File: src/rtl/disp_pkg.sv
// disp_pkg: mode encodings and display geometry shared by the display controller.
package disp_pkg;
  localparam int DIGITS = 8;
  localparam int DCTR_W = 5;
  typedef enum logic [2:0] {
    EDIT_A   = 3'b000,
    EDIT_B   = 3'b001,
    SHOW_RES = 3'b010,
    SHOW_AB  = 3'b011
  } mode_e;
endpackage

File: src/rtl/disp_mode_ctrl_if.sv
// disp_mode_ctrl_if: operand/result inputs and multiplexed display outputs of the controller.
interface disp_mode_ctrl_if;
  logic [31:0]                    ai;
  logic [31:0]                    bi;
  logic [31:0]                    res;
  logic [disp_pkg::DIGITS-1:0]    blink;
  logic [disp_pkg::DCTR_W-1:0]    dctr;
  logic [disp_pkg::DIGITS-1:0]    an;
  logic [3:0]                     hex;
  logic                           dp;
  modport master (input ai, bi, res, blink, output dctr, an, hex, dp);
  modport slave  (output ai, bi, res, blink, input dctr, an, hex, dp);
endinterface

File: src/rtl/disp_mode_ctrl_btn_edge.sv
// btn_edge: two-flop synchroniser plus previous-value flop giving a one-cycle rising-edge pulse.
module btn_edge (
  input  logic clk,
  input  logic rst_n,
  input  logic btn_i,
  output logic edge_o
);
  logic [2:0] sh_q;
  always_ff @(posedge clk or negedge rst_n)
    if (!rst_n) sh_q <= '0;
    else sh_q <= {sh_q[1:0], btn_i};
  // sh_q[1] is the synchronised level, sh_q[2] its previous value
  assign edge_o = sh_q[1] & ~sh_q[2];
endmodule

File: src/rtl/disp_mode_ctrl.sv
// disp_mode_ctrl: mode/op FSM and 8-digit seven-segment scan scheduler.
// Define LEAD_ZERO_BLANK_EN to blank leading-zero digits in the SHOW modes.
module disp_mode_ctrl
  import disp_pkg::*;
#(
  parameter int SCAN_DIV  = 16,
  parameter int BLINK_DIV = 64,
  parameter int ALT_PH    = 4
) (
  input  logic              clk,
  input  logic              rst_n,
  input  logic              btn_mode_i,
  input  logic              btn_op_i,
  input  logic              hold_i,
  disp_mode_ctrl_if.master  bus
);
  localparam int CW = $clog2(SCAN_DIV);
  localparam int BW = $clog2(BLINK_DIV + 1);
  localparam int AW = $clog2(ALT_PH + 1);
  mode_e              mode_q, mode_d;
  logic [1:0]         op_q, op_d;
  logic [DCTR_W-1:0]  dctr_q;
  logic [CW-1:0]      cnt_q;
  logic [BW-1:0]      bcnt_q;
  logic [AW-1:0]      acnt_q;
  logic [2:0]         idx_q;
  logic               ph_q, alt_b_q;
  logic [3:0]         hex_q, hex_d;
  logic [DIGITS-1:0]  an_q, an_d;
  logic               dp_q, dp_d;
  logic               mode_ev, op_ev, mode_up, op_up, mode_chg, tick, ptog, atog, blank;
  logic [31:0]        src;
  btn_edge u_mode (.clk(clk), .rst_n(rst_n), .btn_i(btn_mode_i), .edge_o(mode_ev));
  btn_edge u_op   (.clk(clk), .rst_n(rst_n), .btn_i(btn_op_i),   .edge_o(op_ev));
  assign mode_up  = mode_ev & ~hold_i;
  assign op_up    = op_ev & ~hold_i & ~mode_ev & (mode_q == SHOW_RES);
  assign mode_chg = mode_d != mode_q;
  assign tick     = cnt_q == CW'(SCAN_DIV - 1);
  assign ptog     = tick & (bcnt_q == BW'(BLINK_DIV - 1));
  assign atog     = ptog & (acnt_q == AW'(ALT_PH - 1));
  always_comb begin
    mode_d = mode_q;
    op_d   = op_q;
    if (mode_q[2]) mode_d = EDIT_A;
    else if (mode_up) mode_d = mode_e'({1'b0, mode_q[1:0] + 2'd1});
    else if (op_up) op_d = op_q + 2'd1;
  end
  always_comb begin
    src   = (mode_q == EDIT_B) ? bus.bi :
            (mode_q == SHOW_RES) ? bus.res :
            (mode_q == SHOW_AB && alt_b_q) ? bus.bi : bus.ai;
    hex_d = src[{idx_q, 2'b00} +: 4];
    blank = (mode_q == EDIT_A || mode_q == EDIT_B) && ph_q && bus.blink[idx_q];
`ifdef LEAD_ZERO_BLANK_EN
    blank = blank | ((mode_q == SHOW_RES || mode_q == SHOW_AB) && idx_q != 3'd0 &&
                     (src >> {idx_q, 2'b00}) == 32'd0);
`endif
    an_d  = blank ? '1 : ~(DIGITS'(1) << idx_q);
    dp_d  = idx_q == 3'd7 && mode_q == SHOW_AB && alt_b_q;
  end
  always_ff @(posedge clk or negedge rst_n)
    if (!rst_n) begin
      mode_q  <= EDIT_A;
      op_q    <= '0;
      dctr_q  <= '0;
      cnt_q   <= '0;
      bcnt_q  <= '0;
      acnt_q  <= '0;
      idx_q   <= '0;
      ph_q    <= 1'b0;
      alt_b_q <= 1'b0;
      hex_q   <= '0;
      an_q    <= '1;
      dp_q    <= 1'b0;
    end else begin
      mode_q <= mode_d;
      op_q   <= op_d;
      dctr_q <= {mode_q, op_q};
      cnt_q  <= tick ? '0 : cnt_q + CW'(1);
      if (tick) idx_q <= idx_q + 3'd1;
      if (tick) bcnt_q <= ptog ? '0 : bcnt_q + BW'(1);
      if (ptog) ph_q <= ~ph_q;
      if (mode_chg || mode_q != SHOW_AB) begin
        acnt_q  <= '0;
        alt_b_q <= 1'b0;
      end else if (ptog) begin
        acnt_q  <= atog ? '0 : acnt_q + AW'(1);
        alt_b_q <= alt_b_q ^ atog;
      end
      hex_q <= hex_d;
      an_q  <= an_d;
      dp_q  <= dp_d;
    end
  assign bus.dctr = dctr_q;
  assign bus.an   = an_q;
  assign bus.hex  = hex_q;
  assign bus.dp   = dp_q;
endmodule

File: src/flat_wrapper.sv
// flat-port wrapper written by rule: the top's interface ports become plain ports
module disp_mode_ctrl_flat import disp_pkg::*;
#(
  parameter int SCAN_DIV  = 16,
  parameter int BLINK_DIV = 64,
  parameter int ALT_PH    = 4
)
  (clk, rst_n, btn_mode_i, btn_op_i, hold_i, bus_ai, bus_bi, bus_res, bus_blink, bus_dctr, bus_an, bus_hex, bus_dp);
  disp_mode_ctrl_if bus_i ();
  input  logic clk;
  input  logic rst_n;
  input  logic btn_mode_i;
  input  logic btn_op_i;
  input  logic hold_i;
  input wire logic [$bits(bus_i.ai)-1:0] bus_ai;
  input wire logic [$bits(bus_i.bi)-1:0] bus_bi;
  input wire logic [$bits(bus_i.res)-1:0] bus_res;
  input wire logic [$bits(bus_i.blink)-1:0] bus_blink;
  output wire logic [$bits(bus_i.dctr)-1:0] bus_dctr;
  output wire logic [$bits(bus_i.an)-1:0] bus_an;
  output wire logic [$bits(bus_i.hex)-1:0] bus_hex;
  output wire logic [$bits(bus_i.dp)-1:0] bus_dp;
  assign bus_i.ai = bus_ai;
  assign bus_i.bi = bus_bi;
  assign bus_i.res = bus_res;
  assign bus_i.blink = bus_blink;
  assign bus_dctr = bus_i.dctr;
  assign bus_an = bus_i.an;
  assign bus_hex = bus_i.hex;
  assign bus_dp = bus_i.dp;
  disp_mode_ctrl #(.SCAN_DIV(SCAN_DIV), .BLINK_DIV(BLINK_DIV), .ALT_PH(ALT_PH)) u_core (.clk(clk), .rst_n(rst_n), .btn_mode_i(btn_mode_i), .btn_op_i(btn_op_i), .hold_i(hold_i), .bus(bus_i));
endmodule
File: config.mk
export PLATFORM = sky130hd
export DESIGN_NAME = disp_mode_ctrl_flat
export DESIGN_NICKNAME = d
export VERILOG_FILES = /design/src/rtl/disp_pkg.sv /design/src/rtl/disp_mode_ctrl_if.sv /design/src/rtl/disp_mode_ctrl_btn_edge.sv /design/src/rtl/disp_mode_ctrl.sv /design/src/flat_wrapper.sv
export SDC_FILE = /design/constraint.sdc
export NUM_CORES = 1
export LEC_CHECK = 0
export CAP_MARGIN = 20
export CELL_PAD_IN_SITES_DETAIL_PLACEMENT = 1
export CELL_PAD_IN_SITES_GLOBAL_PLACEMENT = 1
export CORE_ASPECT_RATIO = 2
export CORE_UTILIZATION = 31
export CTS_CLUSTER_DIAMETER = 30
export CTS_CLUSTER_SIZE = 28
export DETAILED_ROUTE_END_ITERATION = 8
export PLACE_DENSITY = 0.86
export SYNTH_ARGS = -nofsm -noshare
export SYNTH_HDL_FRONTEND = slang
export SYNTH_SLANG_ARGS = --single-unit
export TNS_END_PERCENT = 50
File: constraint.sdc
create_clock -name clk -period 2.68 [get_ports clk]
set_clock_uncertainty 0.15 [all_clocks]
set_input_delay 0.536 -clock clk [delete_from_list [all_inputs] [get_ports clk]]
set_output_delay 0.536 -clock clk [all_outputs]
set_load 0.02 [all_outputs]
== After elaboration in Yosys (flattened, before gate mapping) ==
Index checks and enable logic that the tools add are counted.
Cells by class
  multipliers: 0
  bitwise gates (word level): 17
  equality and inequality tests: 9
  shifts and indexed selects: 2
  $lt $le $gt $ge: 1
  muxes and demuxes: 15
  div/mod/pow operators: 0
  add/subtract/negate cells: 6
  reductions and logical operators: 10
Operator list (count)
  two-way mux 32 bit: 3
  indexed part select 32 x 6 -> 4 bit: 1
  two-way mux 3 bit: 4
  == test 3 x 2 -> 1 bit, second input constant: 3
  bitwise AND 1 bit: 8
  two-way mux 8 bit: 1
  NOT 8 bit: 1
  << shifter 1 x 3 -> 8 bit, first input constant: 1
  adder 7 x 1 -> 7 bit, second input constant: 1
  == test 7 x 6 -> 1 bit, second input constant: 1
  two-way mux 7 bit: 1
  NOT 1 bit: 7
  adder 3 x 1 -> 3 bit, second input constant: 2
  logical AND 1 bit: 5
  adder 2 x 1 -> 2 bit, second input constant: 2
  adder 4 x 1 -> 4 bit, second input constant: 1
  == test 4 bit, second input constant: 1
  less-than comparator 3 x 4 -> 1 bit, second input constant: 1
  two-way mux 4 bit: 1
  binary-select mux 1 bit (select 3 bit): 1
  == test 3 x 1 -> 1 bit, second input constant: 1
  == test 3 bit, second input constant: 1
  zero test 3 bit: 1
  two-way mux 1 bit: 3
  7 further kinds: 8
Storage, ports and cells
  register bits: 48
  logic and storage cells: 74
  memory bits (writable): 0
  input port bits: 109
  memories: 0
  latch bits: 0
  memory bits (read-only): 0

== Depth between registers and ports, before layout ==
Gate-level depths: netlist (run 1).
  depth after elaboration: 8
  mapped depth: 8
  gate-level depth less buffers: 6

== By module ==
A second synthesis (run 1) with hierarchy kept.
Second synthesis, totals
  cells, all modules: 241
  area total of the unflattened synthesis: 2801.4 µm²
Modules (own cells, without submodules)
  disp_mode_ctrl: area each 2623.8 µm², cells each 233, instances 1
  btn_edge: area each 88.8 µm², cells each 4, instances 2

== Worst setup path before layout (run 1) ==
Ideal clock, no wire load.
  kind: reg-to-reg
  start point: reg u_core.mode_q[0]
  end point: reg u_core.op_q[1]
  library setup time: 0.123 ns
  buffers on the path: 1
  stages on the path, launching flop included: 8
  path slack: 0.658 ns
  clock period less this slack: 2.022 ns
  required time: 2.407 ns
  arrival time: 1.749 ns
  cells stage by stage: dfrtp_1 > inv_1 > ha_1 > buf_2 > inv_1 > a2111oi_0 > nand2_1 > xnor2_1
Between the ends
  longest elaborated chain between the ends: 3
RTL lines
  start: declaration: line disp_mode_ctrl.sv:20  | mode_e mode_q, mode_d;
  start signal: assignment: line disp_mode_ctrl.sv:76  | mode_q <= mode_d;
  == test 3 x 2 -> 1 bit: line disp_mode_ctrl.sv:36  | assign op_up = op_ev & ~hold_i & ~mode_ev & (mode_q == SHOW_RES);
  bitwise AND 1 bit: line disp_mode_ctrl.sv:36
  AND reduction 3 bit (no line)
  end signal: assignment: line disp_mode_ctrl.sv:77  | op_q <= op_d;
  end: declaration: line disp_mode_ctrl.sv:21  | logic [1:0] op_q, op_d;
No other way between the ends.
A chain may end at the register's enable or synchronous reset.

== Worst setup path after layout (run 1) ==
  start point: reg u_core.idx_q[0]
  end point: reg u_core.hex_q[0] (netlist: u_core.bus.hex[0])
Between the ends
  longest elaborated chain between the ends: 1
RTL lines
  start: declaration: line disp_mode_ctrl.sv:26  | logic [2:0] idx_q;
  start signal: assignment: line disp_mode_ctrl.sv:80  | if (tick) idx_q <= idx_q + 3'd1;
  indexed part select 32 x 6 -> 4 bit: line disp_mode_ctrl.sv:52  | hex_d = src[{idx_q, 2'b00} +: 4];
  named net u_core.hex_d[0]: line disp_mode_ctrl.sv:28  | logic [3:0] hex_q, hex_d;
  end signal: assignment: line disp_mode_ctrl.sv:72  | hex_q <= '0;
  end signal: assignment: line disp_mode_ctrl.sv:90  | hex_q <= hex_d;
  end: declaration: line disp_mode_ctrl.sv:28
The timed path passes the listed nets, and every way through them passes these cells.

==> results of run 1 <==
## metal layers
| metal | routed length, microns | up-vias |
|---|---|---|
| li1 | - | 1148 |
| met3 | 720 | 26 |
| met2 | 5480 | 104 |
| met1 | 2740 | 1207 |
| met5 | 0 | - |
| met4 | 495 | 0 |
## worst max path at each step
stage / start / to / depth (start not counted)
floorplan: u_core.mode_q[0]$_DFF_PN0_ / u_core.op_q[1]$_DFFE_PN0P_ / 7
global placement: bus_res[6] / u_core.bus.hex[2]$_DFF_PN0_ / 5
detailed placement: bus_res[6] / u_core.bus.hex[2]$_DFF_PN0_ / 5
CTS: u_core.idx_q[0]$_DFFE_PN0N_ / u_core.bus.hex[3]$_DFF_PN0_ / 5
global route: u_core.mode_q[0]$_DFF_PN0_ / u_core.bus.hex[2]$_DFF_PN0_ / 6
finish: u_core.idx_q[0]$_DFFE_PN0N_ / u_core.bus.hex[0]$_DFF_PN0_ / 5
## metrics by stage
| step | power, mW | cells | area (sq um) | hold WS, ps | setup WS [ps] |
|---|---|---|---|---|---|
| floorplan | 1.22 | 242 | 2750 | 90.4 | 658 |
| global placement | 1.62 | 464 | 4120 | 188 | 412 |
| detailed placement | 1.65 | 464 | 4120 | 187 | 395 |
| CTS | 2.36 | 472 | 4280 | 182 | 391 |
| global route | 2.45 | 472 | 4280 | 216 | 250 |
| finish | 2.34 | 472 | 4280 | 155 | 410 |
## registers in the layout, summed over array words and instances, names as in the netlist
signal,count
u_core.bus.hex,4
u_core.u_op.sh_q,3
u_core.u_mode.sh_q,3
u_core.bus.dp,1
u_core.op_q,2
u_core.mode_q,2
u_core.acnt_q,3
u_core.bus.an,8
u_core.bus.dctr,4
u_core.idx_q,3
u_core.bcnt_q,7
u_core.cnt_q,4
u_core.alt_b_q,1
u_core.ph_q,1
## cells in the final DEF, fill, tap and decap left out, drive strengths merged, types with 2 or more instances in the layout
| cell | netlist | final |
|---|---|---|
| clkdlybuf4s50 | 0 | 124 |
| nand2b | 5 | 5 |
| nand3 | 3 | 3 |
| a21o | 3 | 3 |
| ha | 13 | 13 |
| a211oi | 2 | 2 |
| nor2b | 4 | 4 |
| o21a | 4 | 4 |
| and3 | 2 | 2 |
| a21oi | 14 | 14 |
| a2111oi | 2 | 2 |
| xnor2 | 6 | 6 |
| o221ai | 4 | 4 |
| buf | 8 | 9 |
| o32ai | 6 | 6 |
| mux2 | 8 | 8 |
| clkbuf | 3 | 6 |
| or3 | 2 | 2 |
| nor3 | 3 | 3 |
| inv | 8 | 8 |
| nand2 | 23 | 23 |
| xor2 | 3 | 3 |
| and3b | 2 | 2 |
| dfstp | 8 | 8 |
| o21ai | 12 | 12 |
| nor2 | 6 | 6 |
| o2bb2ai | 2 | 2 |
| a22o | 2 | 2 |
| mux2i | 28 | 28 |
| mux4 | 10 | 10 |
| dfrtp | 38 | 38 |
## power groups by stage
stage	clock (mW)	combinational [mW]	sequential (mW)
after floorplan	0	0.305	0.918
after global placement	0	0.782	0.843
after detailed placement	0	0.800	0.849
after CTS	0.717	0.811	0.837
after global routing	0.740	0.859	0.847
final	0.701	0.806	0.836
## kinds of logic after synthesis
kind of cell / Yosys count / share of synthesized area [%]
AOI/OAI and AO/OA: 53 / 13.0
xor gates and xnor gates: 9 / 2.87
adders and majority gates: 13 / 5.92
buffers and inverters: 19 / 3.33
DFF: 46 / 42.3
muxes: 46 / 21.7
other: 1 / 0.137
and+or+nand+nor: 55 / 10.8
## area by class of cell
| cell class | instances | area share [%] |
|---|---|---|
| clock buffer | 6 | 3.01 |
| clock inverter | 2 | 0.876 |
| inverter | 8 | 0.701 |
| multi-input combinational | 177 | 34.9 |
| sequential | 46 | 27.1 |
| tap | 100 | 2.92 |
| timing repair buffer | 133 | 30.5 |
==> flow_summary.yaml, run 1 <==
logic_synthesis:
  syn_area_sq_mm: 0.00275
  synthFlopType: "dfrtp_1"
  synth_nets: 364
  netlist_instances: 242
  ys_async_sr_fraction_pct: 100
  synth_most_common_cell: "dfrtp_1"
  seq_area_frac_synth_pct: 42.3
  yosys-top-cells-count: "dfrtp_1, mux2i_1, nand2_1, a21oi_1, ha_1"
  synth-edff-count: 0
  yosys_register_bits: 46
  yosysUniqueCellTypes: 40
  synth_top_cell_area_share_pct: 34.6
  yosys_warnings: 0
  synthTopCellsByArea: "dfrtp_1, mux2i_1, mux4_2"
  synth_area_per_cell_sq_um: 11.3
  yosys.area.top_type: "dfrtp_1"
critical_path:
  worstReg2RegStart: "u_core.idx_q[0]$_DFFE_PN0N_"
  crit_chain: "buf_4, mux2_2, a21oi_1, o2bb2ai_1, o32ai_1"
  slowest_delay_ps: 880
  worstPathBufferInverterCount: 1
  r2r_setup_slack_ps: 410
  required_ps: 2690
  r2r.worst_path.cells: 5
  cp_top_family: "flip-flops"
  critPathMaxFanout: 30
  endpoint_kind: "flop"
  cpMaxStageDelayCell: "dfrtp_2"
  cp.arrival_ps: 2280
  start_kind: "flop"
  reg2reg_to: "u_core.bus.hex[0]$_DFF_PN0_"
  critical_path_class: "flop to flop"
sta:
  slew_viol_final: 0
  worst_slew_pin_slew_ps: 797
  hold_violations: 0
  finalCriticalPeriod_ps: 2270
  setup_tns_ps: 0
  rsz0062_at_grt: "no"
  slew_headroom_pct: 46.9
  max_freq_mhz: 441
  setup_violations: 0
  post-route-period-util_pct: 84.7
drt:
  drt_first_pass_iters: 4
  vias_per_cell: 5.26
  drc: 0
  wl_per_cell_microns: 20.0
  drt_iter0_drc: 85
  vias: 2485
  drt-total-wl_microns: 9430
  ant_nets: 0
cts:
  post_cts_buffers: 0
  htreeDepth: 2
  clk_pin_slew_ps: 60
  ctsLongestPathBuffers: 2
  cts_tree: "built"
  cts-resized-gates: 0
  clk_latency_ps: 290
  ctsHoldBuffers: 0
  cts-root-buf: "clkbuf_16"
  clock_sinks: 46
  cts_inserted_buffers: 5
place:
  dp_hpwl_microns: 7640
  gp_congestion: 0.783
  portBuffers: 125
global_route:
  use_met3_pct: 4.05
  use_met2_pct: 42.8
  antenna_found_initial: 0
  gr-usage-all-layers_pct: 21.6
  grt_pass1_wl_microns: 14100
  use_met1_pct: 17.5
  grt_pass1_vias: 2906
  grt_busiest_layer: "met2"
  grt_overflow_total: 0
  grt_max_degree: 35
cells_and_area:
  multiInputGateArea_sq_mm: 0.00149
  regArea_sq_mm: 0.00116
  n_fill_cell: 953
  final_nets: 493
  drive_gt1_share_pct: 12.9
  fin_util_pct: 49.9
  insertedDiodeCount: 0
  synthToLayoutAreaGrowth_pct: 56.0
power:
  leakagePower_nw: 1.92
  p_int_mw: 1.64
  comb_power_share_pct: 34.4
  sequentialPowerShare_pct: 35.7
  vdd_ir_drop_max_mv: 0.333
  power_density_mw_per_mm2: 547
  p_sw_mw: 0.704
  switching_share_pct: 30.1
  p_clk_share_pct: 29.9
floorplanning:
  io-pin-count: 127
  die_h_microns: 135
  coreArea_sq_mm: 0.00859
  dieArea_sq_mm: 0.00926
  die_width_microns: 68.6
  row_count: 48
  start_util_pct: 32.0
worst_hold_path:
  min_path_type: "primary input to asynchronous set/reset pin"
run:
  cap_violations: 0
run_status:
  outcome: "finished, final reports clean"
No activity file was read; power rests on OpenSTA's default activity.
==> run 2, diff against run 1 <==
==> constraint.sdc (replaced) <==
create_clock -name clk -period 2.27 [get_ports clk]
set_clock_uncertainty 0.15 [all_clocks]
set_input_delay 0.454 -clock clk [delete_from_list [all_inputs] [get_ports clk]]
set_output_delay 0.454 -clock clk [all_outputs]
set_load 0.02 [all_outputs]
==> flow_summary.yaml, run 2 (synthesized netlist as in run 1, its figures left out) <==
cells_and_area:
  largest_reg_flops: 8
  final_nets: 503
  synthToLayoutAreaGrowth_pct: 59.7
  n_fill_cell: 942
  insertedDiodeCount: 0
  drive_gt1_share_pct: 16.2
  layout_commonest_cell: "clkdlybuf4s50_1"
  final_cell_mix: "clkdlybuf4s50_1, dfrtp_1, mux2i_1, nand2_1, buf_4"
cts:
  clk_pin_slew_ps: 60
  clock_sinks: 46
  cts_inserted_buffers: 5
  ctsLongestPathBuffers: 2
  cts-root-buf: "clkbuf_16"
  htreeDepth: 2
  cts_tree: "built"
  post_cts_buffers: 0
  clk_latency_ps: 290
place:
  gp_congestion: 0.735
  portBuffers: 125
  dp_hpwl_microns: 7820
critical_path:
  r2r.worst_path.cells: 6
  cp.depth: 6
  required_ps: 2290
  critPathMaxFanout: 4
  slowest_delay_ps: 550
  cp_top_family: "multiplexers"
  critical_path_class: "flop to flop"
  worstPathBufferInverterCount: 1
  endpoint_kind: "flop"
  cp.arrival_ps: 2150
  start_kind: "flop"
  cpMaxStageDelayCell: "mux4_2"
  crit_chain: "inv_2, ha_2, mux4_2, nor3_1, a211oi_1, o32a_1"
worst_hold_path:
  min_path_type: "flop to flop"
  min_path_cells: 0
global_route:
  grt_pass1_vias: 2838
  grt_max_degree: 32
  gr-usage-all-layers_pct: 20.9
  antenna_found_initial: 0
  grt_pass1_wl_microns: 13700
  grt_overflow_total: 0
floorplanning:
  coreArea_sq_mm: 0.00859
  die_width_microns: 68.6
  start_util_pct: 32.0
  dieArea_sq_mm: 0.00926
  die_h_microns: 135
  io-pin-count: 127
  row_count: 48
sta:
  setup_violations: 0
  rsz0062_at_grt: "no"
  slew_viol_final: 0
  whs_ps: 214
  finalCriticalPeriod_ps: 2130
  hold_violations: 0
  max_freq_mhz: 469
  post-route-period-util_pct: 93.9
power:
  leakagePower_nw: 1.98
  vdd_ir_drop_max_mv: 0.414
  p_total_mw: 2.81
  power_density_mw_per_mm2: 640
drt:
  drc: 0
  wl_per_cell_microns: 19.3
  wl_met2_microns: 5410
  vias: 2519
  wirelength_met1_microns: 2700
  ant_nets: 0
  drt_iter0_drc: 58
  met3RoutedLength_microns: 731
  top_layer_used: "met4"
  drt-total-wl_microns: 9320
  drt_first_pass_iters: 4
  vias_per_cell: 5.23
run:
  cap_violations: 0
run_status:
  outcome: "finished, final reports clean"
run 2: cell count changes in the layout (fill, tap and decap cells not counted), sizes merged:
| cell | before | now |
|---|---|---|
| clkinvlp | 1 | 0 |
| buf | 9 | 18 |
| dlygate4sd3 | 0 | 1 |
| clkbuf | 6 | 5 |
| inv | 8 | 9 |
| clkinv | 0 | 1 |
run 2: routing by layer:
layer / track usage, % / up-vias
li1: - / 1173
met4: 13.7 / 0
met1: 16.5 / 1213
met2: 41.5 / 108
met3: 3.72 / 25
met5: 0 / -
run 2: area by class of cell:
type / instances / area [sq um] / area share, %
Multi-Input combinational cell: 177 / 1500 / 34.3
Clock inverter: 3 / 43.8 / 0.998
Tap cell: 100 / 125 / 2.85
Sequential cell: 46 / 1160 / 26.5
Clock buffer: 5 / 125 / 2.85
Inverter: 8 / 30.0 / 0.685
Timing Repair Buffer: 143 / 1400 / 31.8
run 2: worst register-to-register path, stage by stage, from the launching register on:
cell,delay (ps)
dfrtp_1,420
inv_2,100
ha_2,220
mux4_2,550
nor3_1,160
a211oi_1,80
o32a_1,340
run 2: where the power goes:
part / switching [mW] / total, mW / internal, mW / leakage [nW]
combinational: 0.469 / 0.984 / 0.514 / 1.35
sequential: 0.0579 / 0.989 / 0.931 / 0.552
clock: 0.313 / 0.834 / 0.521 / 0.0842
run 2: metrics by stage:
| stage | utilization, % | setup TNS (ps) | instance area (sq um) | setup slack [ps] | cells |
|---|---|---|---|---|---|
| after floorplan | - | 0 | 2750 | 248 | 242 |
| after global placement | 48.9 | 0 | 4200 | 89.6 | 473 |
| after detailed placement | 48.9 | -3.63 | 4200 | -3.63 | 473 |
| after CTS | 51.0 | 0 | 4380 | 33.3 | 482 |
| after global routing | 51.1 | 0 | 4390 | 46.1 | 482 |
| final | 51.1 | 0 | 4390 | 138 | 482 |
run 2: worst paths after layout:
check	startpoint	to	slack, ps
setup / recovery	u_core.mode_q[0]$_DFF_PN0_	u_core.bus.hex[2]$_DFF_PN0_	140
hold / removal	u_core.u_op.sh_q[0]$_DFF_PN0_	u_core.u_op.sh_q[1]$_DFF_PN0_	210
setup reg to reg	u_core.mode_q[0]$_DFF_PN0_	u_core.bus.hex[2]$_DFF_PN0_	140
hold reg to reg	u_core.u_op.sh_q[0]$_DFF_PN0_	u_core.u_op.sh_q[1]$_DFF_PN0_	210
max in group asynchronous	rst_n	u_core.bus.an[6]$_DFF_PN1_	890
min in group asynchronous	rst_n	u_core.mode_q[1]$_DFF_PN0_	440
run 2: what timing repair did:
action	4_1_cts	5_1_grt
hold endpoints to repair	14	0
hold buffers	1	0
setup endpoints to repair	1	4
resized for setup	1	4
==> run 3, diff against run 2 <==
--- a/config.mk
+++ b/config.mk
@@ -5,6 +5,7 @@
 export SDC_FILE = /design/constraint.sdc
 export NUM_CORES = 1
 export LEC_CHECK = 0
+export ABC_CLOCK_PERIOD_IN_PS = 2270
 export CAP_MARGIN = 20
 export CELL_PAD_IN_SITES_DETAIL_PLACEMENT = 1
 export CELL_PAD_IN_SITES_GLOBAL_PLACEMENT = 1
@@ -13,6 +14,7 @@
 export CTS_CLUSTER_DIAMETER = 30
 export CTS_CLUSTER_SIZE = 28
 export DETAILED_ROUTE_END_ITERATION = 8
+export GPL_ROUTABILITY_DRIVEN = 0
 export PLACE_DENSITY = 0.86
 export SYNTH_ARGS = -nofsm -noshare
 export SYNTH_HDL_FRONTEND = slang
==> results of run 3 <==
The final DEF is identical to that of run 2; final timing and power are the same.
